<file path="config.mk">
export PLATFORM = sky130hd
export DESIGN_NAME = mem_arbiter
export DESIGN_NICKNAME = d
export VERILOG_FILES = /design/src/rtl/mem_arbiter_pkg.sv /design/src/rtl/mem_arbiter_grant.sv /design/src/rtl/mem_arbiter.sv
export SDC_FILE = /design/constraint.sdc
export NUM_CORES = 1
export LEC_CHECK = 0
export ABC_AREA = 1
export BUFFER_PORTS_ARGS = -buffer_cell sky130_fd_sc_hd__buf_4
export CAP_MARGIN = 10
export CORE_AREA = 2 2 130 132
export CTS_BUF_LIST = sky130_fd_sc_hd__clkbuf_8
export DETAILED_ROUTE_END_ITERATION = 10
export DIE_AREA = 0 0 132 134
export HOLD_SLACK_MARGIN = 0.05
export PLACE_DENSITY_LB_ADDON = 0.15
export SKIP_CTS_REPAIR_TIMING = 1
export SKIP_LAST_GASP = 1
export SLEW_MARGIN = 20
export SYNTH_ARGS = -nofsm -noshare
export SYNTH_HDL_FRONTEND = slang
export SYNTH_SLANG_ARGS = --single-unit
</file>
<file path="constraint.sdc">
create_clock -name clk -period 1.8 [get_ports clk]
set_input_delay 0.27 -clock clk [delete_from_list [all_inputs] [get_ports clk]]
set_output_delay 0.27 -clock clk [all_outputs]
set_load 0.01 [all_outputs]
</file>
<file path="src/rtl/mem_arbiter_pkg.sv">
// mem_arbiter shared definitions.
// State, owner encodings and default constants.
package mem_arbiter_pkg;

    typedef enum logic {
        IDLE      = 1'b0,
        WAIT_READ = 1'b1
    } state_t;

    typedef enum logic {
        OWNER_IF = 1'b0,
        OWNER_D  = 1'b1
    } owner_t;

    localparam logic [31:0] NOP_ADDR_DEFAULT = 32'hffff_ffff;
    localparam logic [31:0] WMASK_FULL       = 32'hffff_ffff;

endpackage

</file>
<file path="src/rtl/mem_arbiter_grant.sv">
// mem_arbiter grant decision, purely combinational.
// MEM_ARBITER_ROUND_ROBIN_EN selects round-robin over D-priority.
module mem_arbiter_grant
    import mem_arbiter_pkg::*;
(
    input  logic if_start,
    input  logic d_start,
    input  logic mem_cmd_ready,
    input  logic idle,
`ifdef MEM_ARBITER_ROUND_ROBIN_EN
    input  logic last_grant,
`else
    input  logic starve_hit,
`endif
    output logic grant_if,
    output logic grant_d
);

    logic if_pref;

`ifdef MEM_ARBITER_ROUND_ROBIN_EN
    assign if_pref = (last_grant == OWNER_D);
`else
    assign if_pref = starve_hit;
`endif

    // Pick at most one winner when the port can issue.
    always_comb begin
        grant_if = 1'b0;
        grant_d  = 1'b0;
        if (idle && mem_cmd_ready) begin
            if (if_start && d_start) begin
                grant_if = if_pref;
                grant_d  = !if_pref;
            end else begin
                grant_if = if_start;
                grant_d  = d_start;
            end
        end
    end

endmodule

</file>
<file path="src/rtl/mem_arbiter.sv">
// mem_arbiter: two requesters onto one memory controller port.
// Optional MEM_ARBITER_ROUND_ROBIN_EN replaces starvation counter.
module mem_arbiter
    import mem_arbiter_pkg::*;
#(
    parameter int          STARVE_LIMIT = 4,
    parameter logic [31:0] NOP_ADDR     = NOP_ADDR_DEFAULT
) (
    input  logic        clk,
    input  logic        rst_n,
    input  logic        if_start,
    output logic        if_ready,
    input  logic [31:0] if_addr,
    output logic [31:0] if_rdata,
    output logic        if_rdata_valid,
    input  logic        d_start,
    input  logic        d_write,
    output logic        d_ready,
    input  logic [31:0] d_addr,
    input  logic [31:0] d_wdata,
    input  logic [31:0] d_wmask,
    output logic [31:0] d_rdata,
    output logic        d_rdata_valid,
    output logic        mem_cmd_start,
    output logic        mem_cmd_write,
    input  logic        mem_cmd_ready,
    output logic [31:0] mem_addr,
    input  logic [31:0] mem_rdata,
    input  logic        mem_rdata_valid,
    output logic [31:0] mem_wdata,
    output logic [31:0] mem_wmask
);

    state_t state;
    owner_t owner;
    logic   grant_if;
    logic   grant_d;
    logic   idle;
    logic   d_read_go;
    logic   resp;

    // Issue is also blocked while reset is asserted.
    assign idle      = (state == IDLE) && rst_n;
    assign d_read_go = grant_d && !d_write;
    assign resp      = (state == WAIT_READ) && mem_rdata_valid;

`ifdef MEM_ARBITER_ROUND_ROBIN_EN
    logic last_grant;

    mem_arbiter_grant u_grant (
        .if_start      (if_start),
        .d_start       (d_start),
        .mem_cmd_ready (mem_cmd_ready),
        .idle          (idle),
        .last_grant    (last_grant),
        .grant_if      (grant_if),
        .grant_d       (grant_d)
    );

    // Remember the most recent winner; IF goes first after reset.
    always_ff @(posedge clk or negedge rst_n) begin
        if (!rst_n) begin
            last_grant <= OWNER_D;
        end else if (grant_if) begin
            last_grant <= OWNER_IF;
        end else if (grant_d) begin
            last_grant <= OWNER_D;
        end
    end
`else
    logic [3:0] starve_cnt;
    logic       starve_hit;

    assign starve_hit = ({28'd0, starve_cnt} >= 32'(STARVE_LIMIT));

    mem_arbiter_grant u_grant (
        .if_start      (if_start),
        .d_start       (d_start),
        .mem_cmd_ready (mem_cmd_ready),
        .idle          (idle),
        .starve_hit    (starve_hit),
        .grant_if      (grant_if),
        .grant_d       (grant_d)
    );

    // Count fetch losses to data; clear once fetch wins or goes quiet.
    always_ff @(posedge clk or negedge rst_n) begin
        if (!rst_n) begin
            starve_cnt <= 4'd0;
        end else if (grant_if) begin
            starve_cnt <= 4'd0;
        end else if (grant_d && if_start) begin
            if (starve_cnt != 4'hf) begin
                starve_cnt <= starve_cnt + 4'd1;
            end
        end else if (state == IDLE && !if_start) begin
            starve_cnt <= 4'd0;
        end
    end
`endif

    // Track one outstanding read and its owner.
    always_ff @(posedge clk or negedge rst_n) begin
        if (!rst_n) begin
            state <= IDLE;
            owner <= OWNER_IF;
        end else begin
            unique case (state)
                IDLE: begin
                    if (grant_if) begin
                        state <= WAIT_READ;
                        owner <= OWNER_IF;
                    end else if (d_read_go) begin
                        state <= WAIT_READ;
                        owner <= OWNER_D;
                    end
                end
                WAIT_READ: begin
                    if (mem_rdata_valid) begin
                        state <= IDLE;
                    end
                end
                default: state <= IDLE;
            endcase
        end
    end

    // Zero-latency command mux from the winner.
    always_comb begin
        mem_cmd_start = grant_if || grant_d;
        mem_cmd_write = 1'b0;
        mem_addr      = NOP_ADDR;
        mem_wdata     = 32'd0;
        mem_wmask     = 32'd0;
        if (grant_if) begin
            mem_addr = if_addr;
        end else if (grant_d) begin
            mem_addr      = d_addr;
            mem_cmd_write = d_write;
            mem_wdata     = d_wdata;
            mem_wmask     = d_wmask;
        end
    end

    assign if_ready       = grant_if;
    assign d_ready        = grant_d;
    assign if_rdata       = mem_rdata;
    assign d_rdata        = mem_rdata;
    assign if_rdata_valid = resp && (owner == OWNER_IF);
    assign d_rdata_valid  = resp && (owner == OWNER_D);

endmodule
</file>
; ---- Word level (Yosys, flattened, before mapping)
; Cells that the tools add are included.
[word_totals]
regBits = 6
in_bits = 167
[op_classes]
n_eq_ne = 2
bitwise = 2
n_addsub = 1
order_cmp = 1
n_reduce_logical = 17
muxes = 22
[op_table]
columns = operator, n
row1 = two-way mux 32 bit, 6
row2 = two-way mux 4 bit, 4
row3 = two-way mux 1 bit, 11
row4 = logical AND 1 bit, 9
row5 = adder 4 x 1 -> 4 bit (second input constant), 1
row6 = >= comparator 4 x 3 -> 1 bit (second input constant), 1
row7 = inequality test 4 bit (second input constant), 1
row8 = AND reduction 2 bit, 2
row9 = logical NOT 1 bit, 3
row10 = inequality test 3 x 2 -> 1 bit (second input constant), 1
row11 = nonzero test 3 bit, 1
row12 = NOT 1 bit, 2
row13 = case mux 1 bit (2 select lines), 1
row14 = nonzero test 2 bit, 1
row15 = logical OR 1 bit, 1

; ---- Logic depth before layout (Yosys ltp)
; Gate-level depths: netlist (run 1).
[logic_depth]
ltp_word = 8
depth_mapped = 8

; ---- Cells and area by module
; A second synthesis (run 1) with hierarchy kept.
[unflattened]
cells_unflattened = 306
area_unflattened_um2 = 1759.2
[by_module_without_submodules]
columns = module, cells_per_inst, instances, area_each_um2
row1 = mem_arbiter, 298, 1, 1719.1
row2 = mem_arbiter_grant, 8, 1, 40.0

; ---- Worst setup path after synthesis (run 1)
; No wires, ideal clock.
[synth_timing]
path_type = register to output
start = register state
end = output mem_wdata[11]
required_ns = 1.530
arrival_time_ns = 1.175
stages_incl_launch_ff = 8
setup_slack_ns = 0.355
path_cell_list = dfrtp_1 > inv_2 > nand3_1 > nor2_2 > nand2_4 > buf_6 > buf_6 > nor2_1
[synth_via]
elab_chain_cells = 6
word_cells_on_any_way = 7
cone_classes = mux: 4 / bitwise: 1 / reduce/logical: 2
[synth_lines]
columns = item, line_no
row1 = "start, declared", mem_arbiter.sv:34  ; state_t state;
row2 = "start signal, assigned", mem_arbiter.sv:105  ; state <= IDLE;
row3 = "start signal, assigned", mem_arbiter.sv:111  ; state <= WAIT_READ;
row4 = "start signal, assigned", mem_arbiter.sv:114  ; state <= WAIT_READ;
row5 = NOT 1 bit (no source line) *, --
row6 = logical AND 1 bit *, mem_arbiter.sv:43  ; assign idle = (state == IDLE) && rst_n;
row7 = logical AND 1 bit *, mem_arbiter_grant.sv:31  ; if (idle && mem_cmd_ready) begin
row8 = two-way mux 1 bit, mem_arbiter_grant.sv:31
row9 = two-way mux 32 bit, mem_arbiter.sv:137  ; end else if (grant_d) begin
row10 = two-way mux 32 bit *, mem_arbiter.sv:135  ; if (grant_if) begin
row11 = "end, declared", mem_arbiter.sv:30  ; output logic [31:0] mem_wdata,
; Mark *: on every way between the ends. The rest lies on a longest branch, timed or not.

; ---- Worst setup path after layout (run 1)
[layout_timing]
start = register state
end = output mem_addr[21]
[layout_via]
elab_chain_cells = 6
word_cells_on_any_way = 7
cone_classes = mux: 4 / bitwise: 1 / reduce/logical: 2
[layout_lines]
columns = item, line_no
row1 = NOT 1 bit (no source line) *, --
row2 = logical AND 1 bit *, mem_arbiter.sv:43
row3 = logical AND 1 bit *, mem_arbiter_grant.sv:31
row4 = two-way mux 1 bit, mem_arbiter_grant.sv:31
row5 = two-way mux 32 bit, mem_arbiter.sv:137
row6 = two-way mux 32 bit *, mem_arbiter.sv:135
row7 = "end, declared", mem_arbiter.sv:27  ; output logic [31:0] mem_addr,
; Marks and branches as above.

==> results of run 1 <==
## sequential cells by signal, indices dropped and copies added (netlist names)
signal / cells
starve_cnt: 4
owner: 1
state: 1
## worst paths after layout
path | endpoint | slack, ns | depth (start not counted)
min reg2reg | starve_cnt[3]$_DFFE_PN0P_ | 0.51 | 2
min in group asynchronous | starve_cnt[0]$_DFFE_PN0P_ | 0.48 | 2
max reg2reg | starve_cnt[0]$_DFFE_PN0P_ | 0.56 | 5
max | mem_addr[21] | -0.07 | 8
min | state$_DFF_PN0_ | 0.36 | 4
max in group asynchronous | state$_DFF_PN0_ | 1.11 | 2
## logic make-up after synthesis
family	share of synthesized area
multiplexers	0.00493
buffers and inverters	0.554
AND/OR/NAND/NOR	0.274
flip-flops	0.0740
AO/OA/AOI/OAI	0.0869
adder cells (fa/ha/maj)	0.00616
## area by class of cell
cell class / count / area [sq um] / area share
timing repair buffer: 252 / 2050 / 0.523
multi-input combinational: 156 / 873 / 0.222
inverter: 142 / 533 / 0.136
tap: 220 / 275 / 0.0701
sequential: 6 / 150 / 0.0382
clock buffer: 3 / 41.3 / 0.0105
## placed cells by master, fill, tap and decap left out
cell type | synthesis | final
o22ai_1 | 1 | 1
o21ai_4 | 0 | 1
a21oi_1 | 2 | 2
buf_16 | 0 | 2
inv_2 | 2 | 3
clkbuf_8 | 0 | 3
ha_1 | 1 | 1
o21ai_1 | 10 | 16
nand2_8 | 0 | 1
buf_6 | 2 | 2
dlygate4sd3_1 | 0 | 1
dfrtp_1 | 6 | 6
nand2_1 | 8 | 8
nand3_2 | 0 | 1
clkbuf_16 | 0 | 5
nor2_4 | 0 | 6
nor3_1 | 2 | 2
buf_4 | 65 | 240
nor2_2 | 3 | 1
nand2_2 | 2 | 2
inv_1 | 140 | 139
o21ai_0 | 22 | 4
o21ai_2 | 0 | 11
mux2i_1 | 1 | 1
nand4_1 | 32 | 32
nor2_1 | 66 | 62
buf_12 | 0 | 2
nand3_4 | 0 | 1
nand3_1 | 5 | 3
## per-layer routing
layer,global-route usage,part of all wire,vias up
met5,0,0,-
met4,0.0290,0.025,0
met3,0.0185,0.071,37
met2,0.170,0.51,126
met1,0.0998,0.40,1189
li1,-,-,1394
## worst min-delay path, delay by kind of cell
family        cells  cell delay (ns)
simple gates      2             0.13
buf+inv           2             0.13
## report_power, final
part / internal [mW] / total, mW / leakage (nW) / switching [mW]
clock network: 0.143 / 0.195 / 0.0216 / 0.0522
registers: 0.146 / 0.152 / 0.0807 / 0.00623
logic: 0.401 / 0.714 / 2.23 / 0.313
## through the flow
step | instance area, sq um | TNS, ns | power [mW] | std cells
floorplan | 2030 | 0 | 0.534 | 388
global placement | 3600 | 0 | 0.801 | 768
detailed placement | 3600 | 0 | 0.801 | 768
CTS | 3640 | -0.826 | 1.00 | 771
global route | 3930 | -11.44 | 1.15 | 779
finish | 3930 | -1.91 | 1.06 | 779
==> flow_summary.ini, run 1 <==
[critical_path]
slowest_stage = dfrtp_1
required_ns = 1.53
max_stage_delay_ns = 0.37
cpLargestDelayFamily = buffers and inverters
arrival_ns = 1.60
path_buf_inv = 4
critical_path_class = reg2out
worstPathCellList = inv_2 > nand3_4 > nor2_4 > nand2_8 > clkbuf_16 > o21ai_1 > inv_1 > buf_4
startpoint = state$_DFF_PN0_
path_max_fanout = 16
end_kind = output pin
cp-start-kind = flip-flop
worstReg2RegStart = state$_DFF_PN0_

[sta]
slew_violations = 0
fin_worst_skew_ns = 0.00166
slew_headroom = 0.735
period_share = 1.04
setup_viol = 68
setup_slack_ns = -0.0727
period_needed_ns = 1.87
max_freq_mhz = 534
hold_viol_final = 0
rsz0062_at_grt = yes
hold_ws_ns = 0.360
worst_slew_pin_slew_ns = 0.397

[floorplanning]
dieHeight_um = 134
ios = 333
coreArea_sq_um = 16300
rows = 47
initial_core_util = 0.125
die_w_um = 132
die-area_sq_um = 17700

[synthesis]
yosysTopAreaCellShare = 0.259
async_flop_share = 1.00
synth-main-ff-cell = dfrtp_1
ys_top_cells_by_count = inv_1, nor2_1, buf_4
synth_most_common_cell = inv_1
yosysWarningCount = 0
synth.distinct_cells = 21
synthCells = 388
ys_seq_area_frac = 0.0740
postSynthNetCount = 556
ys_seq_elements = 6
synth_area_leader_cell = inv_1
synthTopCellsByArea = inv_1, buf_4, nor2_1
synth_edf_count = 0
syn_avg_cell_area_sq_um = 5.23
syn_area_sq_um = 2030

[placement]
io_buffers = 236
dp_slack_ns = 0.102
gp_congestion = 0.732
dp_hpwl_um = 7310

[clock_tree]
clk_pin_slew_ns = 0.03
cts_tree = yes
cts_made_buffers = 3
cts.sinks = 6
cts_root_buf = clkbuf_8
clockBufferDepth = 2
htreeDepth = 1
clkLatencyLatePin_ns = 0.22

[routing]
wl_per_cell_um = 12.6
wirelength_um = 9810
drt_iter0_markers = 53
vias = 2746
drc = 0
firstDrtPassIters = 4
detail-route-antenna-nets = 0
viasPerCell = 3.53

[global_routing]
grt_pass1_wl_um = 13300
grt_pass1_vias = 2634
grt_usage = 0.0896
grt_overflow_total = 0
grt_max_degree = 67
antenna_found_initial = 0

[outcome]
status = finished, violations left
violations = negative setup slack

[min_path]
min_from = mem_rdata_valid
hp-class = in2reg

[finish]
synthToLayoutAreaGrowth_pct = 93.5
diodes = 0
nNetsFinal = 729
final_util = 0.241
drive_above_1_share = 0.503
fill_cells = 1867

[power]
p_leak_nw = 2.33
ir_worst_vdd_mv = 0.189
p_per_area_nw_per_um2 = 270

[run]
cap_violations = 0
No activity file was read; power rests on OpenSTA's default activity.
==> inputs of run 2 (changes only) <==
--- a/config.mk
+++ b/config.mk
@@ -8,15 +8,17 @@
 export ABC_AREA = 1
 export BUFFER_PORTS_ARGS = -buffer_cell sky130_fd_sc_hd__buf_4
 export CAP_MARGIN = 10
-export CORE_AREA = 2 2 130 132
+export CORE_AREA = 2 2 129 131
 export CTS_BUF_LIST = sky130_fd_sc_hd__clkbuf_8
 export DETAILED_ROUTE_END_ITERATION = 10
-export DIE_AREA = 0 0 132 134
+export DIE_AREA = 0 0 131 133
 export HOLD_SLACK_MARGIN = 0.05
 export PLACE_DENSITY_LB_ADDON = 0.15
+export SETUP_SLACK_MARGIN = 0.3
 export SKIP_CTS_REPAIR_TIMING = 1
 export SKIP_LAST_GASP = 1
 export SLEW_MARGIN = 20
 export SYNTH_ARGS = -nofsm -noshare
 export SYNTH_HDL_FRONTEND = slang
+export SYNTH_HIERARCHICAL = 1
 export SYNTH_SLANG_ARGS = --single-unit
==> run 2 against run 1 <==
  * Global-route usage about the same
  * Worst setup slack got worse by 0.080 ns
  * Core utilization fell by 0.13 points
  * Final cell count down 9.4%
  * Wire length down 5.3%
  * Sequential cell count did not move
  * Sequential power is 4% higher
  * Largest power group unchanged
  * The flow still finishes with violations (negative setup slack)
  * First-iteration DRC count up 26%
==> flow_summary.ini, run 2 <==
[outcome]
status = finished, violations left
violations = negative setup slack

[critical_path]
required_ns = 1.53
startpoint = starve_cnt[3]$_DFFE_PN0P_
arrival_ns = 1.68
worstReg2RegStart = starve_cnt[3]$_DFFE_PN0P_
reg2reg_to = owner$_DFFE_PN0P_
cp-start-kind = flip-flop
worstPathCellList = inv_2 > nand2_1 > inv_1 > nand2_2 > a21oi_4 > buf_12 > nand2_8 > o22a_1 > buf_4
reg2regPathDepth = 11
slowest_stage = dfrtp_1
critical_path_class = reg2out
rrSetupSlack_ns = 0.14
end_kind = output pin
path_max_fanout = 17
max_stage_delay_ns = 0.38

[finish]
final_common_cell = buf_4
synthToLayoutAreaGrowth_pct = 120
seqCellArea_sq_um = 150
max_flop_register = starve_cnt
multi_input_area_sq_um = 1250
top_regs = starve_cnt x4, owner x1, state x1
largest_register_ffs = 4
drive_above_1_share = 0.700
fill_cells = 1836
layout_common_cells = buf_4, nand2_1, nor2_2
nNetsFinal = 656
diodes = 0

[global_routing]
antenna_found_initial = 0
grt_max_degree = 34
grt_overflow_total = 0
grt_pass1_wl_um = 12400
grt_usage = 0.0895
grt_pass1_vias = 2483

[synthesis]
ys_seq_elements = 6
synth-main-ff-cell = dfrtp_1
synth_area_leader_cell = buf_4
ys_seq_area_frac = 0.0853
yosysWarningCount = 6
yosysTopAreaCellShare = 0.277
syn_avg_cell_area_sq_um = 5.75
syn_area_sq_um = 1760
synth_most_common_cell = nand2_1
synthCells = 306
synth_edf_count = 0
synthTopCellsByArea = buf_4, nand2_1, o22a_1
postSynthNetCount = 474
ys_top_cells_by_count = nand2_1, nor2_1, buf_4
synth.distinct_cells = 20
async_flop_share = 1.00

[clock_tree]
clockBufferDepth = 2
clk_pin_slew_ns = 0.04
htreeDepth = 1
cts_made_buffers = 3
clkLatencyLatePin_ns = 0.22
cts_tree = yes
cts.sinks = 6
cts_root_buf = clkbuf_8

[sta]
rsz0062_at_grt = yes
hold_viol_final = 0
max_freq_mhz = 512
period_needed_ns = 1.95
worst_slew_pin_slew_ns = 0.205
setup_viol = 99
slew_headroom = 0.863
fin_worst_skew_ns = 0.00272
period_share = 1.08
setup_slack_ns = -0.152
hold_ws_ns = 0.238
fin_setup_tns_ns = -11.44
slew_violations = 0

[power]
p_leak_nw = 1.93
pwr-share-clk = 0.176
p_seq_frac = 0.141
p_comb_frac = 0.683
p_int_mw = 0.735
ir_worst_vdd_mv = 0.139
netSwitchingPower_mw = 0.389
p_per_area_nw_per_um2 = 290
switching_share = 0.346
power_mw = 1.12

[min_path]
hp-class = in2reg
holdPathEnd = state$_DFF_PN0_
min_from = mem_rdata_valid
hold_depth = 2

[routing]
drt_iter0_markers = 67
vias = 2592
detail-route-antenna-nets = 0
firstDrtPassIters = 4
viasPerCell = 3.67
drc = 0
wirelength_um = 9300
wl_per_cell_um = 13.2

[run]
cap_violations = 0

[floorplanning]
initial_core_util = 0.109
coreArea_sq_um = 16200
die_w_um = 131
ios = 333
die-area_sq_um = 17400
rows = 47
dieHeight_um = 133

[placement]
io_buffers = 236
dp_slack_ns = -0.0338
gp_congestion = 0.724
dp_hpwl_um = 7700
[run 2: power groups by stage]
stage | combinational (mW) | sequential [mW] | clock, mW
after global placement | 0.716 | 0.158 | 0
after global routing | 0.832 | 0.159 | 0.213
after floorplan | 0.430 | 0.157 | 0
after detailed placement | 0.722 | 0.160 | 0
after CTS | 0.724 | 0.158 | 0.204
final | 0.768 | 0.158 | 0.198
[run 2: cell type report]
| type | instances | share of cell area |
|---|---|---|
| tap | 220 | 0.0710 |
| multi-input combinational | 206 | 0.323 |
| sequential | 6 | 0.0387 |
| inverter | 10 | 0.0110 |
| timing repair buffer | 261 | 0.546 |
| clock buffer | 3 | 0.0106 |
[run 2: how the worst max path moves through the flow]
stage                          to  slack (ns)
floorplan            mem_addr[10]        0.17
global placement    mem_wdata[31]       -0.05
detailed placement   mem_wdata[0]       -0.03
CTS                  mem_wdata[0]       -0.27
global route         mem_addr[22]       -0.25
finish                mem_addr[5]       -0.15
[run 2: kinds of logic (layout without fill, tap and decap cells)]
| logic type | count (synthesis) | after routing | share of synthesized area |
|---|---|---|---|
| flops | 6 | 6 | 0.0853 |
| compound gates | 36 | 36 | 0.174 |
| buf+inv | 95 | 274 | 0.358 |
| simple gates | 168 | 169 | 0.376 |
| fa+ha+maj | 1 | 1 | 0.00711 |
[run 2: layer usage]
layer  GRT usage  wire, um  vias up
met1      0.0882      3150     1119
met2       0.176      4860      189
li1            -         -     1275
met3      0.0328      1240        9
met5           0         0        -
met4      0.0165        51        0
[run 2: worst max-delay path, delay by kind of cell (launching register included)]
kind	cells	cell delay, ns
buf+inv	4	0.44
simple gates	3	0.24
compound gates	2	0.40
flops	1	0.38
[run 2: through the flow]
step                      cells  instance area (sq um)  utilization
after floorplan             306                   2070            -
final                       706                   3880        0.240
after CTS                   698                   3660        0.226
after detailed placement    695                   3620        0.224
after global placement      695                   3620        0.224
after global routing        706                   3880        0.240
